**src/rtl/pixel_write_sink.sv**
```systemverilog
// pixel_write_sink
//   Receiving end of the datapath pixel stream. Each write-enabled pixel is
//   registered. Off-screen pixels are dropped and counted. On-screen pixels
//   are packed to RGB333, addressed linearly (y*XRES + x) and queued in a
//   FIFO. The queue drains to the framebuffer write port through a
//   valid/ready output register, so the source never sees backpressure.
//
// Ports
//   clk, reset           system clock; asynchronous active-high reset
//   x_draw, y_draw       pixel coordinates (8 bits each)
//   outColour            24-bit colour {R,G,B}
//   writeEn              pixel valid this cycle
//   fb_addr, fb_data     framebuffer address / packed RGB333 colour
//   fb_we, fb_ready      write valid / framebuffer accept
//   fifo_count           entries held in the FIFO (output register excluded)
//   idle                 nothing buffered and nothing in flight
//   clip_count           saturating count of off-screen pixels
//   overflow             sticky: a pixel was lost to a full FIFO
module pixel_write_sink #(
  parameter int XRES       = 160,
  parameter int YRES       = 120,
  parameter int FIFO_DEPTH = 8,
  parameter int ADDR_W     = 15
) (
  input  logic                          clk,
  input  logic                          reset,
  input  logic [7:0]                    x_draw,
  input  logic [7:0]                    y_draw,
  input  logic [23:0]                   outColour,
  input  logic                          writeEn,
  output logic [ADDR_W-1:0]             fb_addr,
  output logic [8:0]                    fb_data,
  output logic                          fb_we,
  input  logic                          fb_ready,
  output logic [$clog2(FIFO_DEPTH):0]   fifo_count,
  output logic                          idle,
  output logic [7:0]                    clip_count,
  output logic                          overflow
);

  localparam int PW = $clog2(FIFO_DEPTH);
  localparam int CW = PW + 1;
  localparam int EW = ADDR_W + 9;   // {addr, data}

  logic          w_offscreen;
  logic [ADDR_W-1:0] w_addr;
  logic [8:0]    w_data;
  logic          w_unused_colour;

  logic          w_full;
  logic          w_empty;
  logic          w_load;
  logic          w_pop;
  logic          w_push;
  logic          w_lost;

  logic          r_s1_valid;
  logic [EW-1:0] r_s1_entry;
  logic [EW-1:0] r_mem [FIFO_DEPTH];
  logic [PW-1:0] r_wr_ptr;
  logic [PW-1:0] r_rd_ptr;
  logic [CW-1:0] r_count;
  logic [7:0]    r_clip;
  logic          r_ovf;
  logic          r_fb_we;
  logic [EW-1:0] r_fb_entry;

  // Input decode
  always_comb begin
    w_offscreen = (int'(x_draw) >= XRES) || (int'(y_draw) >= YRES);
    w_addr      = ADDR_W'(y_draw) * ADDR_W'(XRES) + ADDR_W'(x_draw);
    w_data      = {outColour[23:21], outColour[15:13], outColour[7:5]};
  end

  // Low colour bits are discarded by the RGB333 packing.
  assign w_unused_colour = ^{outColour[20:16], outColour[12:8], outColour[4:0]};

  // FIFO control. The output register reloads whenever it is empty or its
  // current write completes; a full FIFO still accepts a push on a pop cycle.
  always_comb begin
    w_full  = (r_count == CW'(FIFO_DEPTH));
    w_empty = (r_count == '0);
    w_load  = !r_fb_we || fb_ready;
    w_pop   = w_load && !w_empty;
    w_push  = r_s1_valid && (!w_full || w_pop);
    w_lost  = r_s1_valid && w_full && !w_pop;
  end

  // Stage 1: registered input with clipping
  always_ff @(posedge clk or posedge reset) begin
    if (reset) begin
      r_s1_valid <= 1'b0;
      r_s1_entry <= '0;
      r_clip     <= '0;
    end else begin
      r_s1_valid <= 1'b0;
      if (writeEn) begin
        if (w_offscreen) begin
          if (r_clip != 8'hFF) r_clip <= r_clip + 8'd1;
        end else begin
          r_s1_valid <= 1'b1;
          r_s1_entry <= {w_addr, w_data};
        end
      end
    end
  end

  // FIFO storage needs no reset: contents are only read while r_count > 0.
  always_ff @(posedge clk) begin
    if (w_push) r_mem[r_wr_ptr] <= r_s1_entry;
  end

  always_ff @(posedge clk or posedge reset) begin
    if (reset) begin
      r_wr_ptr <= '0;
      r_rd_ptr <= '0;
      r_count  <= '0;
      r_ovf    <= 1'b0;
    end else begin
      if (w_push) r_wr_ptr <= r_wr_ptr + PW'(1);
      if (w_pop)  r_rd_ptr <= r_rd_ptr + PW'(1);
      case ({w_push, w_pop})
        2'b10:   r_count <= r_count + CW'(1);
        2'b01:   r_count <= r_count - CW'(1);
        default: r_count <= r_count;
      endcase
      if (w_lost) r_ovf <= 1'b1;
    end
  end

  // Output register: holds address/data stable while stalled
  always_ff @(posedge clk or posedge reset) begin
    if (reset) begin
      r_fb_we    <= 1'b0;
      r_fb_entry <= '0;
    end else if (w_load) begin
      r_fb_we <= w_pop;
      if (w_pop) r_fb_entry <= r_mem[r_rd_ptr];
    end
  end

  assign fb_we      = r_fb_we;
  assign fb_addr    = r_fb_entry[EW-1:9];
  assign fb_data    = r_fb_entry[8:0];
  assign fifo_count = r_count;
  assign idle       = w_empty && !r_s1_valid && !r_fb_we;
  assign clip_count = r_clip;
  assign overflow   = r_ovf;

endmodule
```
**config.mk**
```make
export PLATFORM = sky130hd
export DESIGN_NAME = pixel_write_sink
export DESIGN_NICKNAME = d
export VERILOG_FILES = /design/src/rtl/pixel_write_sink.sv
export SDC_FILE = /design/constraint.sdc
export NUM_CORES = 1
export LEC_CHECK = 0
export BUFFER_PORTS_ARGS = -buffer_cell sky130_fd_sc_hd__buf_4
export CAP_MARGIN = 20
export CORE_ASPECT_RATIO = 1.1
export CORE_MARGIN = 4
export CORE_UTILIZATION = 45
export DETAILED_ROUTE_END_ITERATION = 10
export PLACE_DENSITY = 0.68
export SKIP_LAST_GASP = 1
export SLEW_MARGIN = 20
export SYNTH_ARGS = -nofsm -noshare
export SYNTH_HDL_FRONTEND = slang
export SYNTH_SLANG_ARGS = --single-unit
```
**constraint.sdc**
```tcl
create_clock -name clk -period 7.5 [get_ports clk]
set_input_delay 0.75 -clock clk [delete_from_list [all_inputs] [get_ports clk]]
set_output_delay 0.75 -clock clk [all_outputs]
set_load 0.01 [all_outputs]
```
==> results by group <==
Timing
  – Worst slew pin tran: 0.946 ns
  – Final Setup Violations: 0
  – Final worst setup slack: about 4.7 ns
  – RSZ-0062 raised after global routing: false
  – Setup TNS: 0 ns
  – Worst rel slew slack: between 30% and 40%
  – Fin. Hold Viols: 0
  – Fmax: 0.354 GHz
  – Minimum clock period: 2.82 ns
  – Max Slew Vio Count: 0
  – Clock skew: around 0.013 ns
  – Fin crit share: 37.6%

Route
  – DRT iter0 DRCs: 282
  – DRC: 0
  – Total wire length: 19,600 um
  – Post-DRT Antenna Nets: 0
  – TritonRoute pass-1 iters: 5
  – Vias/cell: 5.34
  – DR vias: 5,436
  – WL/cell: 19.2 um

Clock tree
  – Total CTS buffers: 26
  – Post-cts hold buffer count: 0
  – Sink Count: 261
  – Clk pin slew, worst setup/hold paths: 0.06 ns
  – Worst-Skew Late Latency: 0.51 ns
  – CTS H-tree depth: 1
  – Postcts setup bufs: 0
  – Cts repair resizes: 0
  – TritonCTS clock tree: yes
  – CTS root buf: clkbuf_16
  – Maximum clock path buffer count: 3

Power
  – Peak VDD IR: 157 uV
  – Pwr Density: 353 nW/um^2
  – Leak: 4.56 nW

Worst setup path
  – CP max stage delay: 0.65 ns
  – Critical Path AT: 3.22 ns
  – CP Launch Type: register
  – Critical Path RT: 7.90 ns
  – Slowest CP cell: nor4_1
  – Worst Setup End Kind: register
  – CP top delay family: simple AND/OR/NAND/NOR gates
  – Crit path cell chain: nor4_1 > nor2_4 > buf_4 > ha_1 > ha_1 > a21o_1 > a21oi_1 > xnor2_1 > nor2_1 > xor2_1
  – CP dominant cell by count: ha_1
  – Buf/Inv on CP: 1
  – Crit Path Category: reg -> reg
  – Critical path peak fanout: 52

Floorplan
  – Row Count: 58
  – Initial core utilization: 45.9%
  – Die Wd: between 150 and 200 um
  – Ports: 83
  – Die Ht: 168 um
  – Die Area: 25,900 um^2
  – Core area: 22,900 um^2

Synthesis
  – Cell variety after synth: 52
  – Post-synthesis simple-gate area fraction: 5.81%
  – Post-synthesis adder-cell area fraction: 3.07%
  – Multiplexer area fraction after synthesis: about 13%
  – XOR/XNOR share of the synthesized area: 1.98%
  – Cell Area, Synth: around 11,000 um^2
  – Mapped Cells: 612
  – Mean Syn Cell Area: around 17 um^2
  – Yosys warning total: 0
  – Ys async rst share: a little over a quarter
  – Compound-Gate Fraction of Synth Area: around 3.6%
  – EDFF count, synth: between 150 and 200
  – Main combinational cell family by area after synthesis: multiplexers
  – Synthesized Nets: 680
  – Register area share after synthesis: 71.2%
  – #FFs+latches synth: about 260
  – Synth Flop Type: edfxtp_1

Layout
  – Diode count: 0
  – Final Net Count: around 770
  – Layout cell share with drive strength beyond 1: between 20% and 30%
  – Area grow syn2layout: 16.8%

Placement
  – Number of port buffers: 67
  – DPL Wire Length: ~12,000 um
  – Dpl ws: 4.40 ns
  – Routability cong.: 0.729

GRT
  – Vias in the first global route: 5,606
  – Grt ovf: 0
  – Largest net degree at the start of global routing: 70
  – Initial antenna violation count: 0
  – Overall routing resource usage: 15.3%
  – First-pass GRT wire length: approximately 31,000 um

Job
  – Max cap viols: 0

Outcome
  – Status: complete, no violations

Min path
  – HP Class: in -> async
## worst min-delay path, cell delays in order
cell,delay [ns]
buf_4,0.11
inv_2,0.03
buf_4,0.35
## cell type report
type | count | area, um^2
tap | 300 | 375
clock buffer | 35 | 736
multi-input combinational | 318 | 2940
timing repair buffer | 81 | 628
clock inverter | 13 | 88.8
inverter | 10 | 37.5
fill | 1829 | 10600
sequential | 261 | 7490
## synth_stat cells (all sizes together) (3+ instances only)
cell      n  area share [%]
nand2b    3            0.18
nor3b     3            0.21
buf      17            0.89
inv       8            0.29
a211oi    3            0.31
nor3      7            0.33
clkbuf    6            0.21
ha       21             2.5
mux4     48              10
fa        3            0.57
o21ai    15            0.71
nand2    62             2.2
edfxtp  192              55
xnor2     9            0.75
nor2b     4            0.24
nand4     4            0.24
a21oi    27             1.3
nor2     37             1.3
nor4      4            0.30
nand3     5            0.24
dfrtp    69              16
xor2     14             1.2
mux2i    25             2.4
## logic make-up (layout without fill, tap and decap cells)
| logic type | Yosys count | in the layout |
|---|---|---|
| simple gates | 136 | 136 |
| buf+inv | 33 | 139 |
| xor+xnor | 23 | 23 |
| mux | 75 | 75 |
| flops | 261 | 261 |
| compound gates | 60 | 60 |
| fa+ha+maj | 24 | 24 |
## path summary, 6_finish.rpt
| check | start | endpoint | slack [ns] | depth (start not counted) |
|---|---|---|---|---|
| worst max-delay path | fifo_count[0] | fifo_count[3] | 4.68 | 10 |
| worst min-delay path | reset | clip_count[0] | 0.31 | 3 |
| worst max register to register | fifo_count[0] | fifo_count[3] | 4.68 | 10 |
| worst min register to register | overflow | overflow | 0.50 | 1 |
| max in group asynchronous | reset | r_rd_ptr[1] | 6.59 | 4 |
| min in group clk | outColour[5] | r_s1_entry[0] | 0.43 | 3 |
## cell usage in the layout, fill, tap and decap left out, types with 5 or more instances in the layout
master | netlist | routed
nor2_1 | 37 | 33
inv_1 | 8 | 7
o21ai_0 | 12 | 12
a21oi_1 | 27 | 27
dfrtp_1 | 69 | 67
clkinv_2 | 0 | 5
clkinv_1 | 2 | 7
nand2_1 | 62 | 62
ha_1 | 21 | 21
clkbuf_1 | 6 | 5
clkbuf_16 | 0 | 27
xor2_1 | 13 | 13
xnor2_1 | 9 | 9
mux2i_1 | 25 | 25
mux4_2 | 48 | 48
edfxtp_1 | 192 | 192
nand3_1 | 5 | 5
buf_4 | 1 | 80
## state kept, by name, summed over array words and instances (netlist names)
name,flops
r_s1_entry,24
clip_count,8
r_rd_ptr,3
r_wr_ptr,3
fb_we,1
r_s1_valid,1
overflow,1
fifo_count,4
r_fb_entry,24
r_mem,192
## stage by stage
stage               hold slack, ns  cell area, um^2  util [%]  cells  total power [W]
detailed placement           0.463            11400      49.9    969          0.00317
CTS                          0.405            12300      53.5   1017          0.00440
global route                 0.334            12300      53.6   1018          0.00457
floorplan                    0.503            10500         -    612          0.00278
finish                       0.310            12300      53.6   1018          0.00434
global placement             0.451            11400      49.9    969          0.00313
## where the power goes
part	switching [W]	internal (W)
clock	0.000507	0.000720
combinational	0.000509	0.000574
sequential	0.000223	0.00180
## per-layer routing
metal  track usage [%]  vias up  wire length (um)
met5                 0        -                 0
met4              2.88        0               243
met3              2.42       22               888
met2              26.8      124             10000
met1              20.5     2773              8400
li1                  -     2517                 -
(Power assumes the default switching activity.)
